--- config.mk ---
export PLATFORM = sky130hd
export DESIGN_NAME = branch_predictor
export DESIGN_NICKNAME = d
export VERILOG_FILES = /design/src/rtl/branch_predictor.sv
export SDC_FILE = /design/constraint.sdc
export NUM_CORES = 2
export LEC_CHECK = 0
export CAP_MARGIN = 0
export CELL_PAD_IN_SITES_DETAIL_PLACEMENT = 1
export CELL_PAD_IN_SITES_GLOBAL_PLACEMENT = 1
export CORE_UTILIZATION = 58
export DETAILED_ROUTE_END_ITERATION = 16
export DONT_BUFFER_PORTS = 1
export GPL_ROUTABILITY_DRIVEN = 1
export PLACE_DENSITY_LB_ADDON = 0.2
export SYNTH_ARGS = -nofsm -noshare
export SYNTH_HDL_FRONTEND = slang
export SYNTH_SLANG_ARGS = --single-unit
--- constraint.sdc ---
create_clock -name clk -period 11.3 [get_ports clk]
set_input_delay 2.26 -clock clk [delete_from_list [all_inputs] [get_ports clk]]
set_output_delay 2.26 -clock clk [all_outputs]
set_load 0.005 [all_outputs]
--- src/rtl/branch_predictor.sv ---
// Direct-mapped BTB with 2-bit saturating counters: combinational IF lookup,
// EX-stage resolution/redirect, clocked training and saturating stats.
module branch_predictor #(
    parameter int ENTRIES = 16,
    parameter int XLEN    = 32
) (
    input  logic            clk,
    input  logic            rst,
    input  logic            clear,
    input  logic [XLEN-1:0] if_pc,
    output logic            pred_taken,
    output logic [XLEN-1:0] pred_target,
    input  logic            upd_valid,
    input  logic [XLEN-1:0] upd_pc,
    input  logic            upd_uncond,
    input  logic            upd_taken,
    input  logic [XLEN-1:0] upd_target,
    input  logic            upd_pred_taken,
    input  logic [XLEN-1:0] upd_pred_target,
    output logic            mispredict,
    output logic [XLEN-1:0] redirect_pc,
    output logic [31:0]     stat_branches,
    output logic [31:0]     stat_mispredicts
);
    localparam int INDEX_W = $clog2(ENTRIES);
    localparam int TAG_W   = XLEN - INDEX_W - 2;
    localparam logic [XLEN-1:0] PC_INC = XLEN'(4);

    logic [ENTRIES-1:0] valid_q, valid_d;
    logic [TAG_W-1:0]   tag_q    [ENTRIES];
    logic [TAG_W-1:0]   tag_d    [ENTRIES];
    logic [XLEN-1:0]    target_q [ENTRIES];
    logic [XLEN-1:0]    target_d [ENTRIES];
    logic [1:0]         ctr_q    [ENTRIES];
    logic [1:0]         ctr_d    [ENTRIES];
    logic [31:0]        stat_br_q, stat_br_d;
    logic [31:0]        stat_mp_q, stat_mp_d;

    logic [INDEX_W-1:0] if_idx, upd_idx;
    logic [TAG_W-1:0]   if_tag, upd_tag;
    logic               if_hit, upd_hit;
    logic [XLEN-1:0]    if_seq, upd_seq, actual_pc, predicted_pc;

    // Lookup
    always_comb begin
        if_idx      = if_pc[INDEX_W+1:2];
        if_tag      = if_pc[XLEN-1:INDEX_W+2];
        if_seq      = if_pc + PC_INC;
        if_hit      = valid_q[if_idx] && (tag_q[if_idx] == if_tag);
        pred_taken  = if_hit && ctr_q[if_idx][1];
        pred_target = pred_taken ? target_q[if_idx] : if_seq;
    end

    // Resolution
    always_comb begin
        upd_seq      = upd_pc + PC_INC;
        actual_pc    = upd_taken ? upd_target : upd_seq;
        predicted_pc = upd_pred_taken ? upd_pred_target : upd_seq;
        mispredict   = upd_valid && (actual_pc != predicted_pc);
        redirect_pc  = upd_valid ? actual_pc : upd_seq;
    end

    // Training
    always_comb begin
        valid_d  = valid_q;
        tag_d    = tag_q;
        target_d = target_q;
        ctr_d    = ctr_q;
        upd_idx  = upd_pc[INDEX_W+1:2];
        upd_tag  = upd_pc[XLEN-1:INDEX_W+2];
        upd_hit  = valid_q[upd_idx] && (tag_q[upd_idx] == upd_tag);
        if (upd_valid) begin
            if (upd_hit) begin
                if (upd_uncond)
                    ctr_d[upd_idx] = 2'b11;
                else if (upd_taken && ctr_q[upd_idx] != 2'b11)
                    ctr_d[upd_idx] = ctr_q[upd_idx] + 2'd1;
                else if (!upd_taken && ctr_q[upd_idx] != 2'b00)
                    ctr_d[upd_idx] = ctr_q[upd_idx] - 2'd1;
                if (upd_taken)
                    target_d[upd_idx] = upd_target;
            end else if (upd_taken) begin
                valid_d[upd_idx]  = 1'b1;
                tag_d[upd_idx]    = upd_tag;
                target_d[upd_idx] = upd_target;
                ctr_d[upd_idx]    = upd_uncond ? 2'b11 : 2'b10;
            end
        end
        // Invalidate takes priority over a same-cycle allocate
        if (clear)
            valid_d = '0;
    end

    always_comb begin
        stat_br_d = stat_br_q;
        stat_mp_d = stat_mp_q;
        if (upd_valid && stat_br_q != 32'hFFFF_FFFF)
            stat_br_d = stat_br_q + 32'd1;
        if (mispredict && stat_mp_q != 32'hFFFF_FFFF)
            stat_mp_d = stat_mp_q + 32'd1;
    end

    always_ff @(posedge clk or negedge rst) begin
        if (!rst) begin
            valid_q   <= '0;
            stat_br_q <= '0;
            stat_mp_q <= '0;
            for (int i = 0; i < ENTRIES; i++) begin
                tag_q[i]    <= '0;
                target_q[i] <= '0;
                ctr_q[i]    <= 2'b01;
            end
        end else begin
            valid_q   <= valid_d;
            tag_q     <= tag_d;
            target_q  <= target_d;
            ctr_q     <= ctr_d;
            stat_br_q <= stat_br_d;
            stat_mp_q <= stat_mp_d;
        end
    end

    assign stat_branches    = stat_br_q;
    assign stat_mispredicts = stat_mp_q;
endmodule

==> impl_summary.md <==
Routing
Dividing the detail-routed via count by the number of cells gives 7.32. For this block, the routed nets add up to 200000 um of wire. The routed length per placed instance is 37.7 um. After the first detailed-routing iteration, the DRC count stood at 4212. The total DRC errors in the routed layout is 0. The total number of vias is 38900. Once detail routing completed, the nets flagged for antenna violations numbered 0. The detailed-routing iteration count for the pre-antenna-repair pass is 6.

Placement
In this run the tool buffered the top-level ports with 0 buffer cells. Once placement finished, the instance area stood at 0.0553 mm^2. The total half-perimeter wirelength after legalization and detailed placement is 118000 um. The last weighted congestion value of the routability-driven placer is 0.972.

STA
The count of final hold-check violations is 0. At the pin with the least slew margin, the transition time is 1260 ps. Measured against its own limit, the worst slew margin works out to 0.160. Between clock sinks in the finished design, the worst skew comes to 33.8 ps. The max-slew violation count came to 0. Of the available clock period, the critical path in the final layout requires 0.794. Setup repair after global routing left no endpoint under its margin. The upper clock frequency limit is 111 MHz. The minimum clock period is 8970 ps. The total negative slack is 0 ps. The number of setup violations in the final report is 0.

CTS
Buffers added to address setup during post-CTS repair amount to 0. The cts-stage hold buffer count is 0. TritonCTS created 109 clock buffers. The number of levels in the clock H-tree is 3. After clock tree synthesis, the repair step resized 0 gates. The root cell of the clock tree is sky130_fd_sc_hd__clkbuf_16.

Clock-pin slew was measured on the worst setup and hold paths at 60 ps. In this run the deepest clock path goes through 3 buffers. TritonCTS built the clock tree. Clock latency on the worst-skew pair, taken at its later pin, is 730 ps. The sink count of the clock tree is 1040.

Power and ir drop
For this design the ratio of total power to cell area is 183 mW/mm^2. The power consumption is 10.8 mW. The leakage power total is 25.3 nW. The worst-case vdd ir drop is 151 uV.

Yosys
A synthesized cell averages 13.1 um^2. The count of flip-flops with a built-in enable after synthesis is 0. The share of synthesized area in the top cell type comes to 0.465. The total number of yosys warnings is 0.

The sequential element share of the synthesized area is 0.473. In the synthesized netlist the dominant register cell turns out to be sky130_fd_sc_hd__dfrtp_1. Synthesis produced a netlist with a net count of 4346. In the synthesized netlist, the cells that appear most often are sky130_fd_sc_hd__dfrtp_1, sky130_fd_sc_hd__mux2_2, sky130_fd_sc_hd__mux4_2. The area of the mapped netlist is 0.0551 mm^2. Synthesis produced 4202 cells. The synthesized design spends more area on one cell type than any other, namely sky130_fd_sc_hd__dfrtp_1.

After synthesis the netlist holds a flip-flop and latch count of 1040. By area the synthesized netlist is led by sky130_fd_sc_hd__dfrtp_1, sky130_fd_sc_hd__mux4_2, sky130_fd_sc_hd__mux2_2. The most common cell in the synthesized netlist is sky130_fd_sc_hd__dfrtp_1. After synthesis, the share of flip-flops with an asynchronous set or reset is 1.00. In this run, distinct cell masters in the synthesized netlist total 86.

Setup path
The cell with the largest stage delay on the worst path is sky130_fd_sc_hd__nand4_1. Data arrives at the worst endpoint at 6710 ps. The required time at the endpoint of the critical path is 9040 ps. The stage delay of the slowest cell on the critical path is 940 ps. STA classifies the critical path startpoint as a primary input. The type of the worst setup path is primary input to output port. The worst setup path is captured at an output port. Walking the worst path, the cells encountered are mux4_2 -> mux4_2 -> xnor2_1 -> nand4_1 -> nor4_1 -> nand4_1 -> buf_4 -> nor2_1 -> a21oi_1. Along the worst path, the maximum fanout reaches 246.

Floorplanning
The area of the die is 0.0962 mm^2. After floorplanning, the core was sized to cover 0.0937 mm^2. The width of the chip is 310 um. The vertical die dimension is 310 um.

The number of ports placed on the die boundary is 265. The floorplan has 112 rows. For this configuration, the core starts out at a cell density of 0.587.

GRT
Global routing finished with a remaining overflow of 0. The number of antenna violations at the first check in global routing came to 12. Entering global routing, the biggest net connects 1041 pins.

The via count of the first global-routing pass is 41000. The overall track demand over capacity in global routing is 0.424. The first-pass GRT wire length is 292000 um.

Status
The run finished with clean final reports.

Job
The max-cap check violation count is 0.

Layout
The cell area after layout is 0.0593 mm^2. The ratio of cells with drive above 1 in the final layout is 0.359. Relative to the synthesized area, the layout overhead comes to 7.76%.

The net count of the finished layout is 4108.

Worst hold path
The tightest min-delay check is of the flop to flop type.
==> layout by cell type, fill, tap and decap left out, types with 44 or more instances in the layout <==
master and instances:
sky130_fd_sc_hd__buf_4 44, sky130_fd_sc_hd__o21ai_0 241, sky130_fd_sc_hd__mux2i_1 66, sky130_fd_sc_hd__nand3_1 71
sky130_fd_sc_hd__mux2_2 735, sky130_fd_sc_hd__a21oi_1 84, sky130_fd_sc_hd__nand4_1 54, sky130_fd_sc_hd__nand2_1 331
sky130_fd_sc_hd__clkbuf_16 109, sky130_fd_sc_hd__xor2_1 111, sky130_fd_sc_hd__xnor2_1 118, sky130_fd_sc_hd__nor2_1 114
sky130_fd_sc_hd__dfrtp_1 1024, sky130_fd_sc_hd__mux4_2 392
==> logic make-up after synthesis <==
group,synth area share
XOR/XNOR,0.0389
buffers and inverters,0.0359
AND/OR/NAND/NOR,0.0715
adder cells (fa/ha/maj),0.00204
flip-flops,0.473
multiplexers,0.326
AO/OA/AOI/OAI,0.0524
==> layer usage <==
layer,vias up,GRT usage,share of wire
li1,15000,-,-
met1,20800,0.541,0.37
met2,2384,0.637,0.45
met3,604,0.169,0.13
met4,14,0.201,0.054
met5,-,0,0.00049
==> sequential cells by signal (all words and copies together), names as in the netlist <==
register and flops:
target_q 512, tag_q 416, ctr_q 32, stat_branches 32, stat_mispredicts 32, valid_q 16
==> path summary, 6_finish.rpt <==
path / from / end / slack [ps] / cells past startpoint
hold / removal: target_q[116]$_DFFE_PN0P_ / target_q[116]$_DFFE_PN0P_ / 500 / 2
min in group asynchronous: rst / valid_q[12]$_DFFE_PN0P_ / 1240 / 0
setup / recovery: if_pc[2] / pred_target[25] / 2330 / 9
hold reg to reg: target_q[116]$_DFFE_PN0P_ / target_q[116]$_DFFE_PN0P_ / 500 / 2
setup reg to reg: tag_q[169]$_DFFE_PN0P_ / tag_q[169]$_DFFE_PN0P_ / 6060 / 11
max in group asynchronous: rst / target_q[363]$_DFFE_PN0P_ / 7080 / 3
==> worst max-delay path: cells and delay by family <==
kind / cells / cell delay, ps
mux: 2 / 1140
xor+xnor: 1 / 400
compound gates: 1 / 110
buf+inv: 1 / 610
simple gates: 4 / 1900
==> report_power, final <==
group	internal, mW	switching, mW	leakage (nW)	total [mW]
sequential	4.43	0.554	13.3	4.98
combinational	1.09	0.834	10.0	1.93
clock	2.30	1.62	1.91	3.93
total	7.82	3.01	25.3	10.8
==> layout make-up <==
cell class	instances	area, um^2
fillers	8636	34400
multi-input cells	2723	27200
flip-flops and latches	1040	26000
clock buffers	156	3210
well taps	1254	1570
clock inverters	45	676
repair buffers	49	468
inverters	41	154
diodes	3	7.51
==> through the flow <==
step	setup slack (ps)	util	hold slack [ps]	cells
6_report	2330	0.633	503	5311
5_1_grt	2520	0.633	519	5309
2_1_floorplan	3660	-	445	4202
4_1_cts	2760	0.632	502	5303
3_5_place_dp	2790	0.590	477	5102
3_3_place_gp	2800	0.590	461	5102
No activity file was read; power rests on OpenSTA's default activity.
